<file path="src/rtl/ttt_nxn_game_ctrl.sv">
// NxN tic-tac-toe game controller.
// Takes moves over a valid/ready handshake, keeps the board, and detects wins
// and draws. Keeps saturating per-player scores and can alternate the opener.
//
// state | meaning
// ------+-------------------------------------------------------------
// INI   | idle after reset or quit; scores cleared, opener set to X
// STA   | one cycle: clear board, move counter and result flags
// XTU   | X to move
// OTU   | O to move
// CHK   | one cycle: test the lines through the last placed cell
// DONE  | game over; Ack starts the next game, Quit returns to INI
module ttt_nxn_game_ctrl #(
   parameter int N         = 3,
   parameter int SCORE_W   = 12,
   parameter int ALT_FIRST = 0,
   localparam int RC_W     = ($clog2(N) > 1) ? $clog2(N) : 1
) (
   input  logic                 Clk,
   input  logic                 Reset_n,
   input  logic                 Start,
   input  logic                 Ack,
   input  logic                 Quit,
   input  logic                 Move_valid,
   input  logic [RC_W-1:0]      Move_row,
   input  logic [RC_W-1:0]      Move_col,
   output logic                 Move_ready,
   output logic                 Move_err,
   output logic [2*N*N-1:0]     Board_flat,
   output logic                 Xwins,
   output logic                 Owins,
   output logic                 Draw,
   output logic [SCORE_W-1:0]   P1s,
   output logic [SCORE_W-1:0]   P2s,
   output logic                 Qi,
   output logic                 Qs,
   output logic                 Qx,
   output logic                 Qo,
   output logic                 Qc,
   output logic                 Qd
);

   localparam int CELLS = N * N;
   localparam int CNT_W = $clog2(CELLS + 1);
   localparam logic [RC_W:0] N_EXT = (RC_W + 1)'(N);
   localparam logic [RC_W:0] N_M1  = (RC_W + 1)'(N - 1);

   localparam logic [2:0] S_INI  = 3'd0;
   localparam logic [2:0] S_STA  = 3'd1;
   localparam logic [2:0] S_XTU  = 3'd2;
   localparam logic [2:0] S_OTU  = 3'd3;
   localparam logic [2:0] S_CHK  = 3'd4;
   localparam logic [2:0] S_DONE = 3'd5;

   logic [2:0]           state, state_nx;
   logic [2*CELLS-1:0]   board;
   logic [CNT_W-1:0]     cnt;
   logic [RC_W-1:0]      lrow, lcol;
   logic                 mover;     // 0 = X, 1 = O
   logic                 opener;    // 0 = X, 1 = O
   logic                 xw, ow, dr;
   logic [SCORE_W-1:0]   p1, p2;
   logic                 in_range, cell_empty, legal, turn, accept;
   logic [1:0]           code;
   logic                 row_ok, col_ok, diag_ok, anti_ok, win, full;

   assign turn   = (state == S_XTU) || (state == S_OTU);
   assign accept = turn && Move_valid && legal;
   assign full   = (cnt == CNT_W'(CELLS));
   assign code   = mover ? 2'b10 : 2'b01;

   // Legality of the requested cell: inside the board and still empty.
   always_comb begin
      in_range   = ({1'b0, Move_row} < N_EXT) && ({1'b0, Move_col} < N_EXT);
      cell_empty = 1'b0;
      for (int r = 0; r < N; r++)
         for (int c = 0; c < N; c++)
            if (Move_row == RC_W'(r) && Move_col == RC_W'(c))
               cell_empty = (board[2*(r*N+c) +: 2] == 2'b00);
      legal = in_range && cell_empty;
   end

   // Only lines through the latched cell can have just been completed.
   always_comb begin
      row_ok  = 1'b1;
      col_ok  = 1'b1;
      diag_ok = 1'b1;
      anti_ok = 1'b1;
      for (int r = 0; r < N; r++)
         for (int c = 0; c < N; c++) begin
            if (lrow == RC_W'(r) && board[2*(r*N+c) +: 2] != code) row_ok = 1'b0;
            if (lcol == RC_W'(c) && board[2*(r*N+c) +: 2] != code) col_ok = 1'b0;
            if (r == c && board[2*(r*N+c) +: 2] != code) diag_ok = 1'b0;
            if (r + c == N - 1 && board[2*(r*N+c) +: 2] != code) anti_ok = 1'b0;
         end
      win = row_ok || col_ok
         || ((lrow == lcol) && diag_ok)
         || ((({1'b0, lrow} + {1'b0, lcol}) == N_M1) && anti_ok);
   end

   // State register.
   always_ff @(posedge Clk or negedge Reset_n) begin
      if (!Reset_n) state <= S_INI;
      else          state <= state_nx;
   end

   // Next-state logic; unused encodings fall back to INI.
   always_comb begin
      state_nx = S_INI;
      case (state)
         S_INI:  state_nx = Start ? S_STA : S_INI;
         S_STA:  state_nx = opener ? S_OTU : S_XTU;
         S_XTU:  state_nx = accept ? S_CHK : S_XTU;
         S_OTU:  state_nx = accept ? S_CHK : S_OTU;
         S_CHK: begin
            if (win || full) state_nx = S_DONE;
            else             state_nx = mover ? S_XTU : S_OTU;
         end
         S_DONE: begin
            if (Ack)       state_nx = S_STA;
            else if (Quit) state_nx = S_INI;
            else           state_nx = S_DONE;
         end
         default: state_nx = S_INI;
      endcase
   end

   // State decode and handshake outputs.
   always_comb begin
      Qi         = (state == S_INI);
      Qs         = (state == S_STA);
      Qx         = (state == S_XTU);
      Qo         = (state == S_OTU);
      Qc         = (state == S_CHK);
      Qd         = (state == S_DONE);
      Move_ready = turn;
      Move_err   = turn && Move_valid && !legal;
   end

   // Board, move counter, result flags, scores and opener.
   always_ff @(posedge Clk or negedge Reset_n) begin
      if (!Reset_n) begin
         board  <= '0;
         cnt    <= '0;
         lrow   <= '0;
         lcol   <= '0;
         mover  <= 1'b0;
         opener <= 1'b0;
         xw     <= 1'b0;
         ow     <= 1'b0;
         dr     <= 1'b0;
         p1     <= '0;
         p2     <= '0;
      end else begin
         case (state)
            S_INI: begin
               p1     <= '0;
               p2     <= '0;
               opener <= 1'b0;
            end
            S_STA: begin
               board <= '0;
               cnt   <= '0;
               xw    <= 1'b0;
               ow    <= 1'b0;
               dr    <= 1'b0;
            end
            S_XTU, S_OTU: begin
               if (accept) begin
                  for (int r = 0; r < N; r++)
                     for (int c = 0; c < N; c++)
                        if (Move_row == RC_W'(r) && Move_col == RC_W'(c))
                           board[2*(r*N+c) +: 2] <= (state == S_OTU) ? 2'b10 : 2'b01;
                  cnt   <= cnt + CNT_W'(1);
                  lrow  <= Move_row;
                  lcol  <= Move_col;
                  mover <= (state == S_OTU);
               end
            end
            S_CHK: begin
               if (win) begin
                  if (mover) begin
                     ow <= 1'b1;
                     if (p2 != '1) p2 <= p2 + SCORE_W'(1);
                  end else begin
                     xw <= 1'b1;
                     if (p1 != '1) p1 <= p1 + SCORE_W'(1);
                  end
               end else if (full) begin
                  dr <= 1'b1;
               end
            end
            S_DONE: begin
               if (Ack && ALT_FIRST != 0) opener <= ~opener;
            end
            default: ;
         endcase
      end
   end

   assign Board_flat = board;
   assign Xwins      = xw;
   assign Owins      = ow;
   assign Draw       = dr;
   assign P1s        = p1;
   assign P2s        = p2;

endmodule
</file>
<file path="config.mk">
export PLATFORM = sky130hd
export DESIGN_NAME = ttt_nxn_game_ctrl
export DESIGN_NICKNAME = d
export VERILOG_FILES = /design/src/rtl/ttt_nxn_game_ctrl.sv
export SDC_FILE = /design/constraint.sdc
export NUM_CORES = 1
export LEC_CHECK = 0
export CORE_ASPECT_RATIO = 1.5
export CORE_MARGIN = 2
export CORE_UTILIZATION = 55
export DETAILED_ROUTE_END_ITERATION = 12
export PLACE_DENSITY = 0.9
export SYNTH_ARGS = -nofsm -noshare
export SYNTH_HDL_FRONTEND = slang
export SYNTH_SLANG_ARGS = --single-unit
</file>
<file path="constraint.sdc">
create_clock -name Clk -period 7.2 [get_ports Clk]
set_input_delay 1.44 -clock Clk [delete_from_list [all_inputs] [get_ports Clk]]
set_output_delay 1.44 -clock Clk [all_outputs]
set_load 0.05 [all_outputs]
</file>
==> insert_results.sql, run 1 <==
INSERT INTO impl_metrics (metric_group, metric, value, unit) VALUES
('die', 'die_width', '68.32', 'um'),
('clock_tree', 'clock_latency_at_the_later_pin_of_the_worst_skew_pair', '0.34', 'ns'),
('placed_design', 'detailedPlacementHpwl', '6747', 'um'),
('yosys', 'netlist_cell_types', '53', ''),
('yosys', 'synthCells', '374', ''),
('clock_tree', 'ctsLongestPathBuffers', '2', ''),
('sta', 'max_clock_freq', '181.9', 'MHz'),
('sta', 'post-route-worst-setup-slack', '1.703', 'ns'),
('power_and_ir_drop', 'p_switching', '525.7', 'uW'),
('hold_path', 'path_class_of_the_lowest_slack_min_delay_path', 'reg -> reg', ''),
('worst_setup_path', 'worstSetupEndpoint', 'Move_err', ''),
('finish', 'fill_cells', '509', ''),
('sta', 'tightestPinTransition', '1.232', 'ns'),
('sta', 'slew_violations', '0', ''),
('route', 'avgViaCountPerCell', '6.493', ''),
('sta', 'setup_tns', '0', 'ns'),
('clock_tree', 'ctsResizeCount', '0', ''),
('placed_design', 'routabilityCongestion', '0.9275', ''),
('clock_tree', 'cts_htree_levels', '3', ''),
('job', 'drv.max_cap_violation_count', '0', ''),
('power_and_ir_drop', 'power.ir.vdd_worst', '0.2410', 'mV'),
('yosys', 'ys_dominant_reg_cell', 'dfrtp_1', ''),
('route', 'antenna_left', '0', ''),
('worst_setup_path', 'cp-startpoint', 'Move_col[1]', ''),
('sta', 'slew_headroom', '17.71', '%'),
('sta', 'skew', '0.01068', 'ns'),
('worst_setup_path', 'critPathRequiredTime', '5.76', 'ns'),
('sta', 'final_setup_violation_count', '0', ''),
('finish', 'antenna_cells_inserted', '0', ''),
('global_routing', 'number_of_antenna_violations_at_the_first_check_in_global_routing', '0', ''),
('die', 'std_cell_rows', '35', ''),
('placed_design', 'io_buffer_count', '62', ''),
('power_and_ir_drop', 'power.total', '1.219', 'mW'),
('worst_setup_path', 'path_class', 'in -> out', ''),
('route', 'first_drt_iteration_drcs', '220', ''),
('global_routing', 'overflow', '0', ''),
('clock_tree', 'clock-sinks', '57', ''),
('global_routing', 'first_global_vias', '3089', ''),
('worst_setup_path', 'rr_endpoint', 'P2s[6]', ''),
('clock_tree', 'clock_tree.root_cell', 'clkbuf_8', ''),
('global_routing', 'grt_start_max_net_pins', '58', ''),
('yosys', 'synth_nets', '391', ''),
('worst_setup_path', 'critical_path_arrival', '4.06', 'ns'),
('die', 'fp.coreArea', '6087', 'sq um'),
('worst_setup_path', 'timing.reg2reg.worst_path_depth', '10', ''),
('die', 'initial_util', '56.07', '%'),
('yosys', 'synthArstFlopShare', '100.0', '%'),
('worst_setup_path', 'end_kind', 'output port', ''),
('finish', 'finalInstanceArea', '4250', 'sq um'),
('power_and_ir_drop', 'power.combinational.fraction', '38.8', '%'),
('finish', 'syn2layout_area_growth', '24.52', '%'),
('route', 'dr_total_vias', '3305', ''),
('route', 'wl', '9301', 'um'),
('sta', 'grt_setup_unrepaired', 'no', ''),
('outcome', 'outcome', 'completed', ''),
('finish', 'final_layout_size_suffix_gt1_share', '8.046', '%'),
('clock_tree', 'post_cts_hold_buffer_count', '0', ''),
('die', 'dieHeight', '100.5', 'um'),
('worst_setup_path', 'worst_path_max_delay_cell', 'clkdlybuf4s50_1', ''),
('worst_setup_path', 'critical_path.max_stage_delay', '0.80', 'ns'),
('worst_setup_path', 'critical_path.cell_chain', 'clkdlybuf4s50_1 > or4bb_1 > o22ai_1 > a31oi_1 > o21ai_0 > and3_1 > clkdlybuf4s50_1', ''),
('power_and_ir_drop', 'power_switching_share', '43.13', '%'),
('finish', 'number_of_nets_in_the_final_layout', '448', ''),
('global_routing', 'grt_util_all_layers', '29.22', '%'),
('worst_setup_path', 'critPathLaunchType', 'primary input', ''),
('yosys', 'yosysWarnings', '0', ''),
('route', 'drt_pre_antenna_iters', '4', ''),
('worst_setup_path', 'worstPathMaxFanout', '14', ''),
('yosys', 'synth_area', '3413', 'sq um'),
('route', 'wl_per_cell', '18.27', 'um'),
('yosys', 'synth-seq-cells', '57', '');
## worst min path at each step
| stage | endpoint | depth (start not counted) | start |
|---|---|---|---|
| 2_1_floorplan | cnt[3] | 2 | cnt[3] |
| 3_3_place_gp | Owins | 2 | Owins |
| 3_5_place_dp | Xwins | 1 | Xwins |
| 4_1_cts | Xwins | 1 | Xwins |
| 5_1_grt | Draw | 1 | Draw |
| 6_report | Draw | 1 | Draw |
## cells by family (layout without fill, tap and decap cells)
| group | count (synthesis) | count (layout) | share of synthesized area (%) |
|---|---|---|---|
| simple gates | 158 | 158 | 26.43 |
| compound gates | 104 | 104 | 21.26 |
| fa+ha+maj | 7 | 7 | 2.786 |
| flops | 57 | 57 | 41.79 |
| buf+inv | 37 | 98 | 4.362 |
| mux | 11 | 11 | 3.372 |
## critical path, delay by kind of cell
kind	cells	cell delay, ns
buffers and inverters	2	1.52
AND/OR/NAND/NOR	2	0.72
AO/OA/AOI/OAI	3	0.37
## power groups by stage
stage                     Clock (mW)  Sequential [mW]  Combinational (mW)
final                          0.300            0.445               0.473
after detailed placement           0            0.449               0.470
after CTS                      0.303            0.443               0.473
after floorplan                    0            0.466               0.300
after global placement             0            0.446               0.454
after global routing           0.321            0.452               0.510
## per-layer routing
metal | up-vias | GRT usage (%) | share of wire (%)
met5 | - | 0 | 0
met4 | 0 | 17.85 | 6.1
met3 | 43 | 5.922 | 6.4
met2 | 137 | 50.49 | 52
met1 | 1607 | 31.60 | 35
li1 | 1518 | - | -
## through the flow
step,std cells,hold slack [ns],util [%]
2_1_floorplan,374,0.4851,-
3_3_place_gp,494,0.4736,66.62
3_5_place_dp,494,0.4839,66.62
4_1_cts,509,0.4978,69.83
5_1_grt,509,0.5180,69.83
6_report,509,0.4916,69.83
## flip-flops by register name (all words and copies together), names as in the netlist
register	flops
Draw	1
Board_flat	18
Owins	1
P1s	12
mover	1
state	3
cnt	4
lrow	2
P2s	12
Xwins	1
lcol	2
## final cells by class
| cell class | count | area (sq um) | share of cell area, % |
|---|---|---|---|
| multi-input cells | 280 | 1838 | 43.24 |
| flip-flops and latches | 57 | 1426 | 33.56 |
| repair buffers | 63 | 623.1 | 14.66 |
| clock buffers | 12 | 155.1 | 3.650 |
| well taps | 74 | 92.59 | 2.178 |
| inverters | 20 | 75.07 | 1.766 |
| clock inverters | 3 | 40.04 | 0.9420 |
## layout by cell type, fill, tap and decap left out, types with 3 or more instances in the layout
cell and instances:
inv_1 20, clkbuf_8 11, o31ai_1 10, o21ai_1 3, a211oi_1 3, nand3_1 14
mux2i_1 7, and4_1 3, ha_1 6, or3b_2 3, o22ai_1 8, or3b_1 4
or4_1 9, or3_1 5, or4bb_1 3, or2_2 8, nand4_1 6, nand3b_1 6
mux2_2 4, and3_1 10, o211ai_1 3, nor4_1 4, dfrtp_1 57, a22o_1 16
a21oi_1 23, nand2b_1 14, nor2_1 17, a32o_1 4, o21ai_0 17, nor3_1 9
nand2_1 34, clkdlybuf4s50_1 61
## Yosys cell counts (5+ instances only)
library cell,n,area [sq um]
a21oi_1,23,115.1
a22o_1,16,140.1
and3_1,10,62.56
buf_2,5,25.02
clkbuf_1,11,41.29
dfrtp_1,57,1426
ha_1,6,75.07
inv_1,20,75.07
mux2i_1,7,70.07
nand2_1,34,127.6
nand2b_1,14,87.58
nand3_1,14,70.07
nand3b_1,6,45.04
nand4_1,6,37.54
nor2_1,17,63.81
nor3_1,9,45.04
o21ai_0,17,85.08
o22ai_1,8,50.05
o31ai_1,10,75.07
or2_2,8,50.05
or3_1,5,31.28
or4_1,9,67.56
Note: power is estimated with default switching activity, not from simulation.
==> run 2: changes to the inputs <==
--- a/config.mk
+++ b/config.mk
@@ -7,9 +7,9 @@
 export LEC_CHECK = 0
 export CORE_ASPECT_RATIO = 1.5
 export CORE_MARGIN = 2
-export CORE_UTILIZATION = 55
+export CORE_UTILIZATION = 53
 export DETAILED_ROUTE_END_ITERATION = 12
-export PLACE_DENSITY = 0.9
+export PLACE_DENSITY = 0.88
 export SYNTH_ARGS = -nofsm -noshare
 export SYNTH_HDL_FRONTEND = slang
 export SYNTH_SLANG_ARGS = --single-unit
==> constraint.sdc (replaced) <==
create_clock -name Clk -period 5.69 [get_ports Clk]
set_input_delay 1.138 -clock Clk [delete_from_list [all_inputs] [get_ports Clk]]
set_output_delay 1.138 -clock Clk [all_outputs]
set_load 0.05 [all_outputs]
==> insert_results.sql, run 2 (synthesized netlist as in run 1, its figures left out) <==
INSERT INTO impl_metrics (metric_group, metric, value, unit) VALUES
('sta', 'period_share', '85.25', '%'),
('clock_tree', 'clock_latency_at_the_later_pin_of_the_worst_skew_pair', '0.34', 'ns'),
('sta', 'worst_hold_slack', '0.4864', 'ns'),
('global_routing', 'global_route.usage.met2', '50.52', '%'),
('outcome', 'outcome', 'completed', ''),
('worst_setup_path', 'worst_path_max_delay_cell', 'clkdlybuf4s50_1', ''),
('route', 'first_drt_iteration_drcs', '226', ''),
('worst_setup_path', 'worst_path_most_repeated_cell', 'clkdlybuf4s50_1', ''),
('worst_setup_path', 'critPathRequiredTime', '4.55', 'ns'),
('global_routing', 'first_global_vias', '3220', ''),
('worst_setup_path', 'end_kind', 'output port', ''),
('power_and_ir_drop', 'p_switching', '668.3', 'uW'),
('worst_setup_path', 'critical_path_arrival', '3.71', 'ns'),
('sta', 'grt_setup_unrepaired', 'no', ''),
('sta', 'slew_headroom', '17.57', '%'),
('finish', 'antenna_cells_inserted', '0', ''),
('power_and_ir_drop', 'share_clk_of_total_power', '31.3', '%'),
('sta', 'finalHoldViolCount', '0', ''),
('route', 'wl', '9477', 'um'),
('worst_setup_path', 'path_class', 'in -> out', ''),
('finish', 'mostFrequentLayoutCell', 'clkdlybuf4s50_1', ''),
('route', 'avgViaCountPerCell', '6.580', ''),
('sta', 'post-route-worst-setup-slack', '0.8395', 'ns'),
('sta', 'tightestPinTransition', '1.234', 'ns'),
('power_and_ir_drop', 'power.ir.vdd_worst', '0.2855', 'mV'),
('worst_setup_path', 'timing.reg2reg.worst_path_depth', '10', ''),
('worst_setup_path', 'worstPathMaxFanout', '14', ''),
('route', 'dr_total_vias', '3356', ''),
('hold_path', 'holdPathStages', '1', ''),
('worst_setup_path', 'critical_path.n_buffers_inverters', '2', ''),
('power_and_ir_drop', 'powerDensity', '387.8', 'nW/um^2'),
('finish', 'finalInstanceArea', '4332', 'sq um'),
('route', 'wl_per_cell', '18.58', 'um'),
('global_routing', 'grt_util_all_layers', '27.72', '%'),
('finish', 'number_of_nets_in_the_final_layout', '448', ''),
('route', 'drt_pre_antenna_iters', '5', ''),
('die', 'dieHeight', '102.3', 'um'),
('power_and_ir_drop', 'design_internal_power', '1.012', 'mW'),
('global_routing', 'grt_first_pass_wirelength', '15360', 'um'),
('hold_path', 'timing.hold.worst.start', 'Xwins', ''),
('finish', 'mostFrequentLayoutCells', '61 x clkdlybuf4s50_1, 57 x dfrtp_1, 34 x nand2_1, 23 x a21oi_1, 20 x inv_1', ''),
('clock_tree', 'cts_htree_levels', '3', ''),
('clock_tree', 'clock_tree.root_cell', 'clkbuf_8', ''),
('clock_tree', 'post_cts_hold_buffer_count', '0', ''),
('sta', 'slew_violations', '0', ''),
('sta', 'final.min_clock_period', '4.851', 'ns'),
('route', 'antenna_left', '0', ''),
('route', 'drt_drc_violations_left', '0', ''),
('power_and_ir_drop', 'total_leakage_power', '1.787', 'nW'),
('clock_tree', 'cts_made_buffers', '9', ''),
('placed_design', 'pre_cts_ws', '0.8876', 'ns'),
('power_and_ir_drop', 'power_switching_share', '39.78', '%'),
('die', 'fp.coreArea', '6175', 'sq um'),
('finish', 'final_layout_size_suffix_gt1_share', '8.486', '%'),
('worst_setup_path', 'crit_family', 'buffers and inverters', ''),
('worst_setup_path', 'rr_endpoint', 'P2s[6]', ''),
('die', 'die_width', '69.53', 'um'),
('worst_setup_path', 'critPathLaunchType', 'primary input', ''),
('worst_setup_path', 'critical_path.max_stage_delay', '0.80', 'ns'),
('global_routing', 'grt_busiest_layer', 'met2', ''),
('job', 'drv.max_cap_violation_count', '0', ''),
('clock_tree', 'ctsLongestPathBuffers', '2', ''),
('clock_tree', 'cts_setup_buffers', '0', ''),
('die', 'initial_util', '55.28', '%'),
('worst_setup_path', 'r2r_start', 'lcol[0]', ''),
('finish', 'largest_register_ffs', '18', ''),
('die', 'io-pin-count', '63', ''),
('power_and_ir_drop', 'relative_contribution_of_sequential_cells_to_total_power', '33.3', '%'),
('hold_path', 'worst_hold_path.endpoint', 'Xwins', ''),
('global_routing', 'met3_usage', '6.706', '%'),
('worst_setup_path', 'critical_path.cell_chain', 'clkdlybuf4s50_1 > or4bb_1 > o22ai_1 > a31oi_1 > o21ai_0 > and3_1 > clkdlybuf4s50_1', ''),
('sta', 'setup_tns', '0', 'ns'),
('sta', 'max_clock_freq', '206.2', 'MHz'),
('die', 'std_cell_rows', '35', ''),
('finish', 'fill_cells', '497', ''),
('sta', 'skew', '0.005018', 'ns'),
('placed_design', 'io_buffer_count', '62', ''),
('sta', 'final_setup_violation_count', '0', ''),
('placed_design', 'detailedPlacementHpwl', '6683', 'um'),
('worst_setup_path', 'reg2reg_setup_slack', '2.36', 'ns'),
('power_and_ir_drop', 'power.combinational.fraction', '35.4', '%'),
('placed_design', 'routabilityCongestion', '0.9094', ''),
('global_routing', 'grt_start_max_net_pins', '58', ''),
('clock_tree', 'cts_clock_pin_slew_for_the_worst_setup_and_hold_paths', '0.06', 'ns'),
('hold_path', 'path_class_of_the_lowest_slack_min_delay_path', 'reg -> reg', ''),
('global_routing', 'number_of_antenna_violations_at_the_first_check_in_global_routing', '0', ''),
('global_routing', 'overflow', '0', ''),
('clock_tree', 'cts_tree', 'done', ''),
('global_routing', 'groute.layer.met1.usage', '29.02', '%'),
('placed_design', 'placedInstanceArea', '4055', 'sq um'),
('finish', 'syn2layout_area_growth', '26.91', '%'),
('clock_tree', 'clock-sinks', '57', ''),
('die', 'die_area', '7111', 'sq um'),
('clock_tree', 'ctsResizeCount', '0', '');
-- run 2: worst max-delay path by stage --
| stage | startpoint | endpoint | slack, ns | cells after the start |
|---|---|---|---|---|
| finish | Move_col[1] | Move_err | 0.84 | 7 |
| global route | Move_col[1] | Move_err | 0.75 | 7 |
| CTS | Move_col[1] | Move_err | 0.87 | 7 |
| global placement | Move_col[1] | Move_err | 0.91 | 7 |
| detailed placement | Move_col[1] | Move_err | 0.89 | 7 |
| floorplan | Move_row[1] | Move_err | 1.94 | 6 |
-- run 2: layer usage --
layer	up-vias	part of all wire (%)
met3	39	7.0
met4	0	4.5
met5	-	0
li1	1517	-
met1	1610	35
met2	190	53
-- run 2: area by class of cell --
class | instances | area [sq um] | area share (%)
multi-input combinational | 280 | 1838 | 42.43
tap | 74 | 92.59 | 2.137
clock inverter | 5 | 125.1 | 2.889
inverter | 20 | 75.07 | 1.733
sequential | 57 | 1426 | 32.93
timing repair buffer | 63 | 623.1 | 14.38
clock buffer | 11 | 151.4 | 3.495
-- run 2: per-stage QoR --
stage,util (%),power (mW),std cells
after floorplan,-,0.9692,374
after global placement,65.67,1.134,494
after detailed placement,65.67,1.149,494
after CTS,70.15,1.676,510
after global routing,70.15,1.758,510
final,70.15,1.680,510
-- run 2: power groups by stage --
stage	clock [mW]	combinational [mW]	sequential [mW]
finish	0.525	0.595	0.560
global route	0.548	0.640	0.571
global placement	0	0.572	0.562
CTS	0.531	0.589	0.556
floorplan	0	0.380	0.589
detailed placement	0	0.586	0.563
-- run 2: worst register-to-register path, delay by kind of cell, from the launching register on --
| family | cells | cell delay [ns] |
|---|---|---|
| AO/OA/AOI/OAI | 6 | 2.00 |
| adder cells (fa/ha/maj) | 2 | 0.68 |
| flip-flops | 1 | 0.42 |
| buffers and inverters | 1 | 0.05 |
| AND/OR/NAND/NOR | 1 | 0.11 |
